[src/rtl/i2s_pkg.sv]
// i2s_pkg: shared sample width, controller states and stereo frame type
package i2s_pkg;
  localparam int DATA_W = 24;
  typedef enum logic [2:0] {IDLE, SYNC, WARMUP, RUN, DRAIN} i2s_rx_state_e;
  typedef struct packed {
    logic [DATA_W-1:0] left;
    logic [DATA_W-1:0] right;
  } i2s_frame_t;
endpackage

[src/rtl/i2s_frame_fifo.sv]
// i2s_frame_fifo: 2-entry stereo frame FIFO with valid/ready output side
module i2s_frame_fifo
  import i2s_pkg::*;
(
  input  logic       clk_i,
  input  logic       rst_ni,
  input  logic       push_i,
  input  i2s_frame_t data_i,
  output logic       full_o,
  output i2s_frame_t data_o,
  output logic       valid_o,
  input  logic       ready_i
);
  i2s_frame_t mem_q [2];
  i2s_frame_t mem_d [2];
  logic wr_q, wr_d, rd_q, rd_d, pop, push;
  logic [1:0] cnt_q, cnt_d;
  assign valid_o = cnt_q != 2'd0;
  assign full_o = cnt_q[1];
  assign data_o = mem_q[rd_q];
  always_comb begin
    pop = valid_o & ready_i;
    push = push_i & (~full_o | pop);
    mem_d = mem_q;
    if (push) mem_d[wr_q] = data_i;
    wr_d = wr_q ^ push;
    rd_d = rd_q ^ pop;
    cnt_d = cnt_q + {1'b0, push} - {1'b0, pop};
  end
  always_ff @(posedge clk_i or negedge rst_ni) begin
    if (!rst_ni) begin
      mem_q <= '{default: '0};
      wr_q <= 1'b0;
      rd_q <= 1'b0;
      cnt_q <= 2'd0;
    end else begin
      mem_q <= mem_d;
      wr_q <= wr_d;
      rd_q <= rd_d;
      cnt_q <= cnt_d;
    end
  end
endmodule

[src/rtl/i2s_rx_ctrl.sv]
// i2s_rx_ctrl: pairs I2S receiver words into stereo frames and queues them for a consumer
module i2s_rx_ctrl #(
  parameter int DATA_W = i2s_pkg::DATA_W,
  parameter int CNT_W = 16,
  parameter int WARMUP_FRAMES = 1
) (
  input  logic              clk_i,
  input  logic              rst_ni,
  input  logic              start_i,
  input  logic              stop_i,
  input  logic [CNT_W-1:0]  frame_count_i,
  output logic              rx_enable_o,
  input  logic [DATA_W-1:0] rx_sample_i,
  input  logic              rx_new_sample_i,
  input  logic              rx_lrclk_i,
  output logic [DATA_W-1:0] frame_left_o,
  output logic [DATA_W-1:0] frame_right_o,
  output logic              frame_valid_o,
  input  logic              frame_ready_i,
  output logic              busy_o,
  output logic              done_o,
  output logic              overflow_o,
  input  logic              clear_ovf_i
);
  import i2s_pkg::*;
  i2s_rx_state_e state_q, state_d;
  i2s_frame_t frame_q, frame_d, head;
  logic [DATA_W-1:0] held_q, held_d;
  logic [CNT_W-1:0] target_q, target_d, n_q, n_d, warm_q, warm_d;
  logic new_q, held_v_q, held_v_d, stop_pend_q, stop_pend_d, push_q, push_d;
  logic done_q, done_d, ovf_q, ovf_d;
  logic ev_l, ev_r, complete, full, drop;
  assign rx_enable_o = state_q inside {SYNC, WARMUP, RUN};
  assign busy_o = state_q != IDLE;
  assign done_o = done_q;
  assign overflow_o = ovf_q;
  assign frame_left_o = head.left;
  assign frame_right_o = head.right;
  always_comb begin
    ev_l = rx_new_sample_i & ~new_q & rx_lrclk_i;
    ev_r = rx_new_sample_i & ~new_q & ~rx_lrclk_i;
    complete = ev_r & held_v_q;
    drop = push_q & full & ~(frame_valid_o & frame_ready_i);
    ovf_d = (ovf_q & ~clear_ovf_i) | drop;
    state_d = state_q;
    held_d = ev_l && rx_enable_o ? rx_sample_i : held_q;
    held_v_d = rx_enable_o ? (held_v_q | ev_l) & ~complete : held_v_q;
    target_d = target_q;
    n_d = n_q;
    warm_d = warm_q;
    stop_pend_d = stop_pend_q;
    push_d = 1'b0;
    frame_d = frame_q;
    done_d = 1'b0;
    case (state_q)
      IDLE: if (start_i && !stop_i) begin
        state_d = SYNC;
        target_d = frame_count_i;
        n_d = '0;
        warm_d = '0;
        stop_pend_d = 1'b0;
        held_v_d = 1'b0;
      end
      SYNC: if (stop_i) state_d = DRAIN;
        else if (ev_l) state_d = WARMUP_FRAMES == 0 ? RUN : WARMUP;
      WARMUP: if (stop_i) state_d = DRAIN;
        else if (complete) begin
          warm_d = warm_q + 1'b1;
          if (warm_d == CNT_W'(WARMUP_FRAMES)) state_d = RUN;
        end
      RUN: if (complete) begin
          push_d = 1'b1;
          frame_d.left = held_q;
          frame_d.right = rx_sample_i;
          n_d = n_q + 1'b1;
          if (stop_pend_q || stop_i || (target_q != '0 && n_d == target_q)) state_d = DRAIN;
        end else if (stop_i) begin
          // a half-received frame is finished before draining
          stop_pend_d = held_v_q;
          if (!held_v_q) state_d = DRAIN;
        end
      DRAIN: if (!push_q && !frame_valid_o) begin
        state_d = IDLE;
        done_d = 1'b1;
      end
      default: state_d = IDLE;
    endcase
  end
  always_ff @(posedge clk_i or negedge rst_ni) begin
    if (!rst_ni) begin
      state_q <= IDLE;
      frame_q <= '0;
      held_q <= '0;
      target_q <= '0;
      n_q <= '0;
      warm_q <= '0;
      new_q <= 1'b0;
      held_v_q <= 1'b0;
      stop_pend_q <= 1'b0;
      push_q <= 1'b0;
      done_q <= 1'b0;
      ovf_q <= 1'b0;
    end else begin
      state_q <= state_d;
      frame_q <= frame_d;
      held_q <= held_d;
      target_q <= target_d;
      n_q <= n_d;
      warm_q <= warm_d;
      new_q <= rx_new_sample_i;
      held_v_q <= held_v_d;
      stop_pend_q <= stop_pend_d;
      push_q <= push_d;
      done_q <= done_d;
      ovf_q <= ovf_d;
    end
  end
  i2s_frame_fifo u_fifo (
    .clk_i(clk_i),
    .rst_ni(rst_ni),
    .push_i(push_q),
    .data_i(frame_q),
    .full_o(full),
    .data_o(head),
    .valid_o(frame_valid_o),
    .ready_i(frame_ready_i)
  );
endmodule

[config.mk]
export PLATFORM = sky130hd
export DESIGN_NAME = i2s_rx_ctrl
export DESIGN_NICKNAME = d
export VERILOG_FILES = /design/src/rtl/i2s_pkg.sv /design/src/rtl/i2s_frame_fifo.sv /design/src/rtl/i2s_rx_ctrl.sv
export SDC_FILE = /design/constraint.sdc
export NUM_CORES = 1
export LEC_CHECK = 0
export BUFFER_PORTS_ARGS = -buffer_cell sky130_fd_sc_hd__buf_2
export CELL_PAD_IN_SITES_DETAIL_PLACEMENT = 0
export CELL_PAD_IN_SITES_GLOBAL_PLACEMENT = 1
export CORE_ASPECT_RATIO = 2
export CORE_UTILIZATION = 48
export CTS_BUF_LIST = sky130_fd_sc_hd__clkbuf_16
export DETAILED_ROUTE_END_ITERATION = 8
export GPL_TIMING_DRIVEN = 0
export HOLD_SLACK_MARGIN = 0.15
export PLACE_DENSITY_LB_ADDON = 0.3
export REMOVE_ABC_BUFFERS = 1
export SETUP_SLACK_MARGIN = 0.15
export SLEW_MARGIN = 20
export SYNTH_ARGS = -nofsm -noshare
export SYNTH_HDL_FRONTEND = slang
export SYNTH_HIERARCHICAL = 1
export SYNTH_SLANG_ARGS = --single-unit
[constraint.sdc]
create_clock -name clk_i -period 3.2 [get_ports clk_i]
set_input_delay 0.64 -clock clk_i [delete_from_list [all_inputs] [get_ports clk_i]]
set_output_delay 0.64 -clock clk_i [all_outputs]
set_load 0.01 [all_outputs]
==> results of run 1 <==
==> metal layers <==
layer	vias to the layer above	GRT usage (%)	part of all wire, %
met1	3611	24.2	41
li1	3425	-	-
met4	2	6.71	2.3
met2	120	38.3	54
met3	36	2.66	3.0
met5	-	0	0.035
==> state kept, by name (all words and copies together) (netlist names) <==
register,flops
done_o,1
frame_q,48
held_q,24
held_v_q,1
n_q,16
new_q,1
overflow_o,1
push_q,1
state_q,3
stop_pend_q,1
target_q,16
u_fifo/cnt_q,2
u_fifo/mem_q,96
u_fifo/rd_q,1
u_fifo/wr_q,1
warm_q,16
==> report_power, final <==
| part | switching [uW] | internal [uW] | total, uW |
|---|---|---|---|
| registers | 385 | 3320 | 3710 |
| clock network | 1040 | 1270 | 2300 |
| logic | 659 | 705 | 1360 |
| total | 2080 | 5300 | 7380 |
==> worst max-delay path, delay by kind of cell, from the launching register on <==
family,cells,cell delay (ns)
fa+ha+maj,1,0.34
compound gates,2,0.48
simple gates,3,0.77
flops,1,0.46
mux,2,0.73
==> layout make-up <==
class,count,share of cell area [%]
Sequential cell,229,47.1
Clock inverter,15,0.750
Timing Repair Buffer,110,5.79
Clock buffer,21,4.31
Antenna cell,1,0.0205
Tap cell,273,2.80
Multi-Input combinational cell,635,38.8
Inverter,13,0.411
==> cell families after synthesis <==
logic type | count (synthesis) | share of synthesized area, %
compound gates | 118 | 7.01
buf+inv | 65 | 2.91
flops | 229 | 53.6
xor+xnor | 22 | 1.80
fa+ha+maj | 5 | 0.585
simple gates | 300 | 13.5
mux | 189 | 20.6
==> per-stage QoR <==
step / utilization (%) / setup slack (ns) / setup TNS, ns
global placement: 52.0 / -4.03 / -827.73
floorplan: - / -1.09 / -46.36
finish: 56.2 / 0.302 / 0
global route: 56.2 / 0.187 / 0
CTS: 56.0 / 0.171 / 0
detailed placement: 53.0 / -0.259 / -3.12
==> final timing paths <==
kind,start,endpoint,slack (ns),cells past startpoint
min in group asynchronous,rst_ni,target_q[6],0.66,2
max in group asynchronous,rst_ni,frame_q[9],1.35,4
max,warm_q[0],state_q[0],0.30,8
max reg2reg,warm_q[0],state_q[0],0.30,8
min reg2reg,held_q[3],frame_q[27],0.46,2
min,rx_new_sample_i,new_q,0.29,1
==> what timing repair did <==
| item | 4_1_cts | 5_1_grt |
|---|---|---|
| cloned | 0 | 1 |
| buffers inserted | 2 | 0 |
| pin swaps | 1 | 1 |
| hold buffers | 1 | 0 |
| endpoints found under the setup margin | 3 | 18 |
| resized for setup | 4 | 8 |
| endpoints found under the hold margin | 34 | 0 |
==> synth_stat cells (6+ instances only) <==
| cell type | count |
|---|---|
| nor2_1 | 25 |
| xor2_1 | 6 |
| mux2_2 | 165 |
| o21ai_0 | 55 |
| inv_1 | 12 |
| nand3_1 | 17 |
| and3_1 | 7 |
| a21oi_1 | 12 |
| o31ai_1 | 13 |
| buf_2 | 23 |
| clkbuf_1 | 17 |
| mux2_4 | 20 |
| nand2_1 | 178 |
| nor3_1 | 8 |
| dfrtp_1 | 229 |
| nor4_1 | 6 |
| xnor2_1 | 16 |
| and2_1 | 7 |
| nand4_1 | 11 |
==> metrics, run 1 <==
pwr dens a little over 600 nW/um^2; CP Launch Type flop; Residual DRC 0; non-filler cells in the finished layout 1297; number of synthesized flops with an enable pin 0; maximum VDD drop ~0.44 mV; setup violators final 0; y dimension of the die approximately 210 microns; area share of the leading cell type in the synthesized netlist 53.6%; count of TritonRoute iterations in the first routing pass 6; maximum net fanout on the critical path 7; result of the run complete, no violations; FF/Latch Area 5740 sq um; final-layout worst hold slack 0.285 ns; area grow syn2layout 13.9%; TritonCTS clock tree yes; Crit Path Category flop to flop; Synth warnings 6; fraction of layout instances using a drive strength above 1 34.1%; sequential area share after synthesis between 50% and 60%; max-cap viol count 0; drt via density 5.55; number of placement rows 76; instance count of the mapped netlist around 930; cells along the critical path ha_1, nand4_2, nor2_1, mux2_2, o31ai_1, nand4b_1, a22oi_2, mux2_1; total CTS buffers 21; type of the tightest min-delay check primary input to flop; vias in the first global route roughly 7.5k; Congestion Overflow GR 0; total placed instance area roughly 11000 sq um; relative slew slack between 40% and 50%; number of instances in the placed design 1256; total of flip-flops plus latches after synthesis between 200 and 250; maximum buffer depth of the clock tree 3; core footprint 21700 sq um; Port-buffer cells 100; register clock-pin slew on the reported worst setup and hold paths around 0.060 ns; Hold Fails Final Rpt 0; width of the die approximately 110 microns; proportion of synthesized flip-flops having asynchronous set or reset between 90% and 100%; post-route cell area approximately 12000 sq um; count of final max-slew check failures 0; mean routed wirelength per cell ~17 microns; combined global-route utilization of all metal layers 20.6%; mean post-synth cell area ~12 sq um; global placement routability congestion just over 0.8; upper clock frequency limit 345 MHz; number of DRC markers after the initial detailed-route iteration 252; Final Cycle Share between 90% and 100%; commonest non-fill, non-tap cells in the layout 225 x dfrtp_1, 178 x nand2_1, 165 x mux2_2, 99 x buf_2, 55 x o21ai_0; I/O pin count 101; Arr. time, crit path roughly 3.3 ns; Final Total Pwr around 7400 uW; number of routed nets with antenna violations 0; area of the die between 20000 and 25000 sq um; starting utilization of the core area between 40 and 50%; total leakage power 0.00603 uW; clock network latency to the later pin of the worst-skew pair between 0.4 and 0.5 ns; area of combinational cells with multiple inputs around 4700 sq um; cells taking the most area after synthesis dfrtp_1 54%, mux2_2 17%, nand2_1 6.2%, mux2_4 2.8%, o21ai_0 2.6%; stage delay of the slowest cell on the critical path around 0.46 ns; final HPWL from detailed placement roughly 15000 microns; clock sink count 229; nets 1063; most common cell after layout, fill and taps aside dfrtp_1; actual slew at the worst max-slew pin slightly below 0.9 ns; antenna violations before repair 2; number of H-tree branching levels 1; cell area after synthesis about 11000 sq um; CP max stage cell dfrtp_1; final critical delay including setup and external delays 2.90 ns; RSZ-0062 raised after global routing no; Critical Path Sink Type flop; post-synthesis cell type with the largest combined area dfrtp_1; worst-case clock skew roughly 0.012 ns; layout filler cell count 1914; maximum number of pins on one net before global-route repair 89; first-pass GRT wire length between 30000 and 40000 microns; required time of the critical path approximately 3.6 ns; total routed wirelength around 23000 microns; top flip-flop cell by instance count after synthesis dfrtp_1; root buf cell clkbuf_16; routed via count 7194; library cells used by synthesis 69
(Power assumes the default switching activity.)
==> inputs of run 2 (changes only) <==
CORE_UTILIZATION = 50   (was 48)
CTS_BUF_LIST = sky130_fd_sc_hd__clkbuf_2   (was sky130_fd_sc_hd__clkbuf_16)
CTS_CLUSTER_SIZE = 10   (was unset)
==> metrics, run 2 (same netlist as run 1, synthesis figures left out) <==
starting utilization of the core area between 50% and 60%; final-layout worst hold slack about 0.28 ns; reg2reg end state_q[0]; CP max stage cell or4_1; hold path cells 3; Residual DRC 0; relative slew slack roughly two fifths; TritonCTS clock tree yes; combined global-route utilization of all metal layers between 20% and 30%; core footprint ~21000 sq um; maximum number of pins on one net before global-route repair between 90 and 100; combinational share of power roughly a fifth; type of the tightest min-delay check primary input to flop; CP Launch Type flop; most common cell after layout, fill and taps aside dfrtp_1; final critical delay including setup and external delays slightly below 3 ns; total CTS buffers 50; hold endpoint state_q[1]; I/O pin count ~100; vias in the first global route 7682; number of routed nets with antenna violations 0; max-cap viol count 0; minimum setup slack in the final design between 0.2 and 0.25 ns; antenna violations before repair 1; clock network latency to the later pin of the worst-skew pair slightly below 0.8 ns; setup violators final 0; register clock-pin slew on the reported worst setup and hold paths between 0.1 and 0.15 ns; Final Cycle Share 92.8%; Clk pwr share about a quarter; upper clock frequency limit 337 MHz; Reg with most FFs u_fifo/mem_q; mean routed wirelength per cell about 17 microns; layout filler cell count roughly 1.8k; cells along the critical path ha_2, nand3_2, or4_1, xnor2_1, a211oi_2, nand4_1, a22oi_2, mux2_1; maximum buffer depth of the clock tree 3; pwr dens 557 nW/um^2; Reg2Reg Depth 8; count of final max-slew check failures 0; switching fraction of total power ~31%; number of placement rows between 70 and 80; NetSw around 2100 uW; fraction of layout instances using a drive strength above 1 a little over a third; count of TritonRoute iterations in the first routing pass 4; width of the die between 100 and 150 microns; Port-buffer cells 100; clock sink count approximately 230; nets around 1.1k; drt via density approximately 5.4; result of the run complete, no violations; total routed wirelength around 23000 microns; internal power roughly 4800 uW; Congestion Overflow GR 0; root buf cell clkbuf_2; Hold Fails Final Rpt 0; number of H-tree branching levels 2; stage delay of the slowest cell on the critical path slightly below 0.6 ns; Final Total Pwr 6910 uW; total negative setup slack 0 ns; maximum VDD drop slightly below 0.3 mV; actual slew at the worst max-slew pin roughly 0.9 ns; post-place setup slack -0.219 ns; maximum net fanout on the critical path 8; RSZ-0062 raised after global routing no; global placement routability congestion roughly 0.82; routed via count ~7.5k; portion of total power attributed to sequential cells a little over half; Arr. time, crit path 3.66 ns; worst-case clock skew a little under 0.04 ns; final HPWL from detailed placement 14800 microns; total leakage power 0.00623 uW; required time of the critical path 3.89 ns; commonest non-fill, non-tap cells in the layout 226 x dfrtp_1, 178 x nand2_1, 165 x mux2_2, 99 x buf_2, 79 x clkbuf_2; reg2reg start n_q[0]; number of DRC markers after the initial detailed-route iteration 270; post-layout utilization of the core approximately three fifths; largest registers u_fifo/mem_q: 96 flops, frame_q: 48 flops, held_q: 24 flops; hold_sp stop_i; Crit Path Category flop to flop; first-pass GRT wire length ~38000 microns; area of the die roughly 22000 sq um; Critical Path Sink Type flop; y dimension of the die ~210 microns; area grow syn2layout 16.0%; worst-case register-to-register setup slack approximately 0.23 ns; flip-flop count of the largest register after layout 96
-- run 2: routing by layer --
metal / track usage [%] / vias to the layer above / wire length [microns]
met5: 0 / - / 0
met4: 10.3 / 0 / 756
met3: 3.71 / 50 / 812
met2: 39.2 / 147 / 12400
met1: 24.9 / 3740 / 9230
li1: - / 3589 / -
-- run 2: how the worst max path moves through the flow --
stage / from / end / depth (start not counted)
3_3_place_gp: rx_new_sample_i / n_q[10] / 8
5_1_grt: u_fifo/rd_q / frame_left_o[2] / 3
3_5_place_dp: n_q[0] / state_q[0] / 8
2_1_floorplan: rx_new_sample_i / n_q[10] / 7
6_report: n_q[0] / state_q[0] / 8
4_1_cts: u_fifo/rd_q / frame_left_o[19] / 3
-- run 2: power by group through the flow --
| stage | logic, uW | registers (uW) | clock network (uW) |
|---|---|---|---|
| global route | 1490 | 3800 | 2040 |
| finish | 1360 | 3720 | 1830 |
| CTS | 1370 | 3730 | 1940 |
| global placement | 1190 | 3840 | 0 |
| detailed placement | 1320 | 3790 | 0 |
| floorplan | 922 | 3680 | 0 |
-- run 2: worst max-delay path, delay by kind of cell, from the launching register on --
| kind | cells | cell delay, ns |
|---|---|---|
| mux | 1 | 0.34 |
| xor+xnor | 1 | 0.18 |
| flops | 1 | 0.47 |
| fa+ha+maj | 1 | 0.29 |
| compound gates | 2 | 0.54 |
| simple gates | 3 | 1.06 |
-- run 2: timing repair --
action                                  CTS  global route
buffers inserted                          1             0
hold endpoints to repair                127             0
endpoints found under the setup margin    3            17
pin swaps                                 1             2
gates resized for setup                   5             2
hold buffers                             45             0
-- run 2: area by class of cell --
| cell class | instances | area (sq um) | share of cell area (%) |
|---|---|---|---|
| antenna | 1 | 2.50 | 0.0202 |
| multi-input combinational | 634 | 4690 | 37.8 |
| clock inverter | 8 | 60.1 | 0.484 |
| inverter | 13 | 50.0 | 0.403 |
| sequential | 229 | 5740 | 46.2 |
| tap | 269 | 337 | 2.71 |
| timing repair buffer | 153 | 1130 | 9.12 |
| clock buffer | 79 | 395 | 3.19 |
-- run 2: through the flow --
stage                     std cells  area [sq um]
after floorplan                 876         10400
after global placement         1245         11300
after detailed placement       1252         11500
after CTS                      1385         12400
after global routing           1386         12400
final                          1386         12400
